**src/rtl/aes_pkg.sv**
```systemverilog
`default_nettype none
// +----------------------------------------------------------------------+
// | aes_pkg : shared types and constants for the AES load sequencer      |
// | Rev 1.0                                                              |
// +----------------------------------------------------------------------+
package aes_pkg;

  localparam int AES_W = 128;

  localparam logic [1:0] SEL_KEY  = 2'd0;
  localparam logic [1:0] SEL_IV   = 2'd1;
  localparam logic [1:0] SEL_CT   = 2'd2;
  localparam logic [1:0] SEL_NONE = 2'd3;

  typedef enum logic [2:0] {
    ST_IDLE   = 3'd0,
    ST_LD_KEY = 3'd1,
    ST_LD_IV  = 3'd2,
    ST_LD_BLK = 3'd3,
    ST_HOLD   = 3'd4,
    ST_DONE   = 3'd5
  } aes_ld_state_t;

endpackage
`default_nettype wire

```
**src/rtl/aes_share_refresh.sv**
```systemverilog
`default_nettype none
// +----------------------------------------------------------------------+
// | aes_share_refresh : remasks a Boolean-shared word with fresh masks   |
// | Rev 1.0                                                              |
// +----------------------------------------------------------------------+
module aes_share_refresh
  import aes_pkg::*;
#(
  parameter int SHARES = 3
) (
  input  logic [AES_W-1:0] d_i    [SHARES],
  input  logic [AES_W-1:0] rand_i [SHARES-1],
  output logic [AES_W-1:0] d_o    [SHARES]
);

  logic [AES_W-1:0] w_rand_acc;

  // Each mask is applied twice overall, so the XOR across all shares is preserved.
  always_comb begin
    w_rand_acc = '0;
    for (int j = 0; j < SHARES - 1; j++) begin
      d_o[j]     = d_i[j] ^ rand_i[j];
      w_rand_acc = w_rand_acc ^ rand_i[j];
    end
    d_o[SHARES-1] = d_i[SHARES-1] ^ w_rand_acc;
  end

endmodule
`default_nettype wire

```
**src/rtl/aes_load_seq.sv**
```systemverilog
`default_nettype none
// +----------------------------------------------------------------------+
// | aes_load_seq : loads key, IV and N ciphertext blocks from the masked |
// | input mux, remasking each capture. Rev 1.0                           |
// +----------------------------------------------------------------------+
module aes_load_seq
  import aes_pkg::*;
#(
  parameter int SHARES = 3,
  parameter int CNT_W  = 16
) (
  input  logic                clk_i,
  input  logic                rst_i,
  input  logic                start_i,
  input  logic [CNT_W-1:0]    nblocks_i,
  output logic [1:0]          sel_o,
  input  logic [AES_W-1:0]    d_i    [SHARES],
  input  logic                valid_i,
  input  logic [AES_W-1:0]    rand_i [SHARES-1],
  output logic [AES_W-1:0]    key_o  [SHARES],
  output logic [AES_W-1:0]    iv_o   [SHARES],
  output logic [AES_W-1:0]    blk_o  [SHARES],
  output logic                blk_valid_o,
  input  logic                blk_ready_i,
  output logic                busy_o,
  output logic                done_o
);

  aes_ld_state_t    state_q, state_d;
  logic [CNT_W-1:0] rem_q, rem_d;
  logic [AES_W-1:0] key_q [SHARES];
  logic [AES_W-1:0] iv_q  [SHARES];
  logic [AES_W-1:0] blk_q [SHARES];
  logic             w_cap_key, w_cap_iv, w_cap_blk;
  logic [AES_W-1:0] w_refreshed [SHARES];

  // One refresh instance serves all capture registers; only one loads per cycle.
  aes_share_refresh #(
    .SHARES (SHARES)
  ) u_refresh (
    .d_i    (d_i),
    .rand_i (rand_i),
    .d_o    (w_refreshed)
  );

  always_comb begin
    state_d   = state_q;
    rem_d     = rem_q;
    w_cap_key = 1'b0;
    w_cap_iv  = 1'b0;
    w_cap_blk = 1'b0;
    case (state_q)
      ST_IDLE: begin
        if (start_i) begin
          state_d = ST_LD_KEY;
          rem_d   = nblocks_i;
        end
      end
      ST_LD_KEY: begin
        if (valid_i) begin
          w_cap_key = 1'b1;
          state_d   = ST_LD_IV;
        end
      end
      ST_LD_IV: begin
        if (valid_i) begin
          w_cap_iv = 1'b1;
          state_d  = (rem_q == '0) ? ST_DONE : ST_LD_BLK;
        end
      end
      ST_LD_BLK: begin
        if (valid_i) begin
          w_cap_blk = 1'b1;
          state_d   = ST_HOLD;
        end
      end
      ST_HOLD: begin
        if (blk_ready_i) begin
          if (rem_q != '0) begin
            rem_d = rem_q - CNT_W'(1);
          end
          state_d = (rem_q <= CNT_W'(1)) ? ST_DONE : ST_LD_BLK;
        end
      end
      ST_DONE: state_d = ST_IDLE;
      default: state_d = ST_IDLE;
    endcase
  end

  always_ff @(posedge clk_i) begin
    if (rst_i) begin
      state_q <= ST_IDLE;
      rem_q   <= '0;
      key_q   <= '{default: '0};
      iv_q    <= '{default: '0};
      blk_q   <= '{default: '0};
    end else begin
      state_q <= state_d;
      rem_q   <= rem_d;
      if (w_cap_key) key_q <= w_refreshed;
      if (w_cap_iv)  iv_q  <= w_refreshed;
      if (w_cap_blk) blk_q <= w_refreshed;
    end
  end

  always_comb begin
    case (state_q)
      ST_LD_KEY: sel_o = SEL_KEY;
      ST_LD_IV:  sel_o = SEL_IV;
      ST_LD_BLK: sel_o = SEL_CT;
      default:   sel_o = SEL_NONE;
    endcase
  end

  // Handshake valid is pure state decode, never a function of blk_ready_i.
  assign blk_valid_o = (state_q == ST_HOLD);
  assign busy_o      = (state_q != ST_IDLE);
  assign done_o      = (state_q == ST_DONE);
  assign key_o       = key_q;
  assign iv_o        = iv_q;
  assign blk_o       = blk_q;

endmodule
`default_nettype wire

```
**config.mk**
```make
export PLATFORM = sky130hd
export DESIGN_NAME = aes_load_seq
export DESIGN_NICKNAME = d
export VERILOG_FILES = /design/src/rtl/aes_pkg.sv /design/src/rtl/aes_share_refresh.sv /design/src/rtl/aes_load_seq.sv
export SDC_FILE = /design/constraint.sdc
export NUM_CORES = 2
export LEC_CHECK = 0
export BUFFER_PORTS_ARGS = -buffer_cell sky130_fd_sc_hd__buf_4
export CAP_MARGIN = 10
export CORE_AREA = 2 2 698 700
export CTS_BUF_LIST = sky130_fd_sc_hd__clkbuf_4
export CTS_CLUSTER_DIAMETER = 30
export DETAILED_ROUTE_END_ITERATION = 12
export DIE_AREA = 0 0 700 702
export SLEW_MARGIN = 20
export SYNTH_ARGS = -nofsm -noshare
export SYNTH_HDL_FRONTEND = slang
export SYNTH_SLANG_ARGS = --single-unit
```
**constraint.sdc**
```tcl
create_clock -name clk_i -period 2.2 [get_ports clk_i]
set_clock_uncertainty 0.2 [all_clocks]
set_input_delay 0.11 -clock clk_i [delete_from_list [all_inputs] [get_ports clk_i]]
set_output_delay 0.11 -clock clk_i [all_outputs]
set_load 0.03 [all_outputs]
```
* After elaboration in Yosys (flattened, before gate mapping) *
Index checks and enable logic that the tools add are counted.

word-level totals
  flip-flop bits (word level) = 1,171
  bits of input ports = 661
  output and inout port bits = 1,157
  logic and storage cells = 52

cells by class
  add/subtract/negate cells = 1
  order comparisons = 1
  eq/ne operators = 11
  multiplexer cells = 17
  bitwise operators = 4
  reductions and logical operators = 7

operators by type and width
  kind                                                                                number
  128-bit XOR                                                                         4
  16-bit 2-to-1 mux                                                                   3
  16-bit case mux with 2 select lines                                                 1
  3-bit 2-to-1 mux                                                                    7
  16-bit by 1-bit less-or-equal comparator with 1-bit output (second input constant)  1
  16-bit logical NOT                                                                  1
  16-bit nonzero test                                                                 1
  16-bit by 1-bit subtractor with 16-bit output (second input constant)               1
  3-bit case mux with 5 select lines                                                  1
  2-bit != test (second input constant)                                               4
  3-bit by 2-bit == test with 1-bit output (second input constant)                    2
  3-bit == test (second input constant)                                               2
  2-bit case mux with 3 select lines                                                  1
  5-bit AND reduction                                                                 1
  1-bit 2-to-1 mux                                                                    4
  2-bit by 1-bit != test with 1-bit output (second input constant)                    2
  4-bit AND reduction                                                                 1
  3-bit by 1-bit == test with 1-bit output (second input constant)                    1
  3-bit logical NOT                                                                   1
  3-bit nonzero test                                                                  1
  2-bit nonzero test                                                                  1

* Depth between registers and ports, before layout *
  depth in word-level cells = 4
  gate-level depth with buffers = 9

* Cells and area by module *
A second synthesis with hierarchy kept.

unflattened totals
  cells, all modules = 5,561
  area, all modules = 46,004.1 um^2

modules (own cells, without submodules)
  module             instances  cells each  area an instance (um^2)  seq. area each (um^2)
  aes_load_seq       1          5,177       40,719.1                 23,442.5
  aes_share_refresh  1          384         5,285.1                  0.0

* Least setup slack after synthesis *
No wires, ideal clock.

  path type = register -> register
  start point = register state_q[1]
  end point = register rem_q[11]
  arrival = 1,732 ps
  data required time = 1,930 ps
  setup slack = 198 ps
  stages on the path, launching flop included = 8
  path through = dfxtp_1 buf_2 or3_1 nor2_2 o21a_1 buf_2 nand2_1 a21oi_2

between the ends
  word-level cells in the longest chain between the ends = 3
  elaborated cells on any way between the ends = 8
  those cells by class = eq/ne: 4; mux: 1; reduce/logical: 3

ends and longest elaborated chain
  item                                                                                     RTL line            text
  from (decl)                                                                              aes_load_seq.sv:29  aes_ld_state_t state_q, state_d;
  from (signal assigned)                                                                   aes_load_seq.sv:98  state_q <= state_d;
  3-bit == test or 3-bit logical NOT (tied branches)                                       aes_load_seq.sv:52  case (state_q)
  2-bit by 1-bit != test with 1-bit output (no source line), or another cell as far along  n/a
  4-bit AND reduction (no source line)                                                     n/a
  to (signal assigned)                                                                     aes_load_seq.sv:99  rem_q <= rem_d;
  to (decl)                                                                                aes_load_seq.sv:30  logic [CNT_W-1:0] rem_q, rem_d;

Several ways; a longest one is shown, not always the timed one.
A chain may end at the register's enable or synchronous reset.

* Final worst setup path *
  start point = register state_q[2]
  end point = output blk_valid_o

between the ends
  word-level cells in the longest chain between the ends = 1

ends and longest elaborated chain
  item           RTL line             text
  3-bit == test  aes_load_seq.sv:116  assign blk_valid_o = (state_q == ST_HOLD);
  to (decl)      aes_load_seq.sv:23   output logic blk_valid_o,

Every way passes these cells.

==> metrics.md <==
| Metric | Value |
|---|---|
| Status | `finished, violations left` |
| Failing checks | `setup timing` |
| Clock Tree Buf Depth | `4` |
| Fin Hold WS | `about 0.15 ns` |
| Peak VDD IR | `0.0005910 V` |
| Commonest non-fill, non-tap cell in the layout | `dlygate4sd3_1` |
| Fin util | `0.2086` |
| Per-cell routed wire length | `approximately 28 µm` |
| Power Density | `about 660 mW/mm²` |
| Hold Path Class | `in2reg` |
| Crit path required time | `1.89 ns` |
| Drt initial violations | `5703` |
| Synth Flop Type | `dfxtp_1` |
| Fill count | `52180` |
| Top Family by Delay on Critical Path | `simple AND/OR/NAND/NOR gates` |
| Worst path cell trace | `buf_6 > or3b_4 > inv_4 > buf_12` |
| Crit. End Element | `output port` |
| Most frequent cells in the layout | `1697 x dlygate4sd3_1, 1217 x buf_4, 1055 x dfxtp_2, 878 x buf_6, 801 x nand2_1` |
| Total GRT Usage | `0.1698` |
| Initial Util | `0.09099` |
| Distinct cells, synth | `55` |
| Core Region | `0.4843 mm²` |
| H-tree Lvls | `5` |
| Hpwl dp | `346900 µm` |
| Final setup TNS | `-31.23 ns` |
| Row cnt | `256` |
| Leading area contributor after synthesis | `dfxtp_1` |
| Ranking of synthesized cells by area | `dfxtp_1 53%, a211oi_1 13%, xnor2_1 10%` |
| CP Max Fanout | `4` |
| Grt total ovfl | `0` |
| Area growth syn-to-layout | `129.3%` |
| Root Buffer | `clkbuf_4` |
| Top cell type's share of synthesized area | `0.5320` |
| CP bufs+invs | `3` |
| Fmax | `0.3645 GHz` |
| Asr flop ratio synth | `0` |
| Clk sink count | `1171` |
| Post-Synthesis Cell Area | `around 0.044 mm²` |
| Final nets | `9751` |
| Vias in the first global route | `56860` |
| Num CTS Buffers | `357` |
| Setup Crit Path Kind | `reg2out` |
| RSZ-0062 raised after global routing | `yes` |
| Max-slew violation count | `0` |
| Layout cells sized above 1 | `0.4563` |
| DRT Pass-1 Iters | `6` |
| EDFF count, synth | `0` |
| Routed WL | `448700 µm` |
| Tot Pwr | `roughly 0.067 W` |
| Clock-pin slew of the registers on the worst-case setup and hold paths | `0.07 ns` |
| Seq cells post-synth | `between 1000 and 1500` |
| Port Buf Inserts | `1817` |
| Vias/cell | `between 3 and 4` |
| Final WS setup | `-0.5437 ns` |
| Largest net degree at the start of global routing | `83` |
| DRC | `0` |
| Synth Instances | `4925` |
| CP max stage cell | `or3b_4` |
| Placer Congestion | `1.055` |
| Chip height | `702 µm` |
| TritonCTS clock tree | `built` |
| Data arrival, critical path | `2.43 ns` |
| IO Pins | `1818` |
| Yosys Warn Count | `0` |
| Synthesized Nets | `5589` |
| Tightest Pin Transition | `1.140 ns` |
| Vias | `59180` |
| Die extent in x | `700 µm` |
| Die area | `~0.5 mm²` |
| Max transition margin | `0.2344` |
| Worst setup SP type | `flip-flop` |
| First-pass GRT wire length | `556800 µm` |
| Final period util | `1.247` |
| Minimum clock period | `2.744 ns` |
| Clk Latency, worst-skew pair | `1.37 ns` |
| Max_cap viols | `0` |
| CP max stage delay | `0.40 ns` |
| P_leak | `38.17 nW` |
| Final hold violations | `0` |
| Sequential-to-total area share from yosys stat | `0.5320` |
| Setup-failing EPs final | `487` |
| Post-route ant nets | `0` |
| Avg Inst Size Synth | `8.948 µm²` |
| Antenna violations before repair | `258` |
==> synthesized netlist by cell type, drive strengths merged, types with 8 or more instances <==
| cell type | count |
|---|---|
| a211oi | 772 |
| a21oi | 404 |
| buf | 182 |
| clkbuf | 213 |
| dfxtp | 1171 |
| nand2 | 802 |
| nand3 | 8 |
| nor2 | 786 |
| o21ai | 17 |
| xnor2 | 512 |
==> logic make-up after synthesis <==
logic type	count (synthesis)	share of synthesized area
compound gates	1215	0.1842
xor+xnor	513	0.1020
fa+ha+maj	3	0.0008519
buf+inv	399	0.03964
flops	1171	0.5320
mux	1	0.0002272
simple gates	1623	0.1411
==> tightest hold or removal path, cell delays in order <==
cell and delay [ns]:
buf_4 0.16, xnor2_1 0.14, dlygate4sd3_1 0.57, xnor2_1 0.07, dlygate4sd3_1 0.60, nand2_1 0.08, a21oi_1 0.05
==> report_power, final <==
part	switching [W]	internal, W	total [W]
sequential	0.00110	0.0225	0.0236
combinational	0.0113	0.00904	0.0203
clock	0.0114	0.0112	0.0227
==> layer usage <==
metal	track usage	part of all wire
met5	0	0.0018
met4	0.08892	0.066
met3	0.1057	0.15
met2	0.2512	0.41
met1	0.1874	0.37
==> area by class of cell <==
class	instances	area, µm²	area share
inverters	4	17.52	0.0001734
clock inverters	150	953.4	0.009436
repair buffers	4198	43900	0.4345
diodes	84	210.2	0.002080
clock buffers	485	3641	0.03603
multi-input cells	3355	19110	0.1892
well taps	6450	8070	0.07987
flip-flops and latches	1171	25140	0.2488
==> what timing repair did <==
item,CTS,global route
endpoints found under the hold margin,1171,23
pin swaps,3,21
hold buffers,1707,9
setup buffers,158,197
endpoints found under the setup margin,1207,1571
resized for setup,2891,106
gates cloned,9,16
==> stage by stage <==
step	instances	setup slack, ns	cell area (µm²)
floorplan	4925	0.1977	44070
global placement	13100	-0.06436	67220
detailed placement	13100	-0.07776	67230
CTS	15610	-0.8649	98510
global route	15850	-0.7779	100900
finish	15900	-0.5437	101000
==> state kept, by name, summed over array words and instances (netlist names) <==
| name | cells |
|---|---|
| state_q | 3 |
| blk_o | 384 |
| key_o | 384 |
| rem_q | 16 |
| iv_o | 384 |
==> final timing paths <==
check                           from  cells past startpoint                 endpoint  slack, ns
max          state_q[2]$_SDFFE_PP0P_                      4              blk_valid_o      -0.54
min                      rand_i[117]                      7   iv_o[117]$_SDFFE_PP0P_       0.15
min reg2reg  blk_o[120]$_SDFFE_PP0P_                      2  blk_o[120]$_SDFFE_PP0P_       0.26
max reg2reg  state_q[1]$_SDFFE_PP0P_                     11   iv_o[241]$_SDFFE_PP0P_      -0.15
Note: power is estimated with default switching activity, not from simulation.
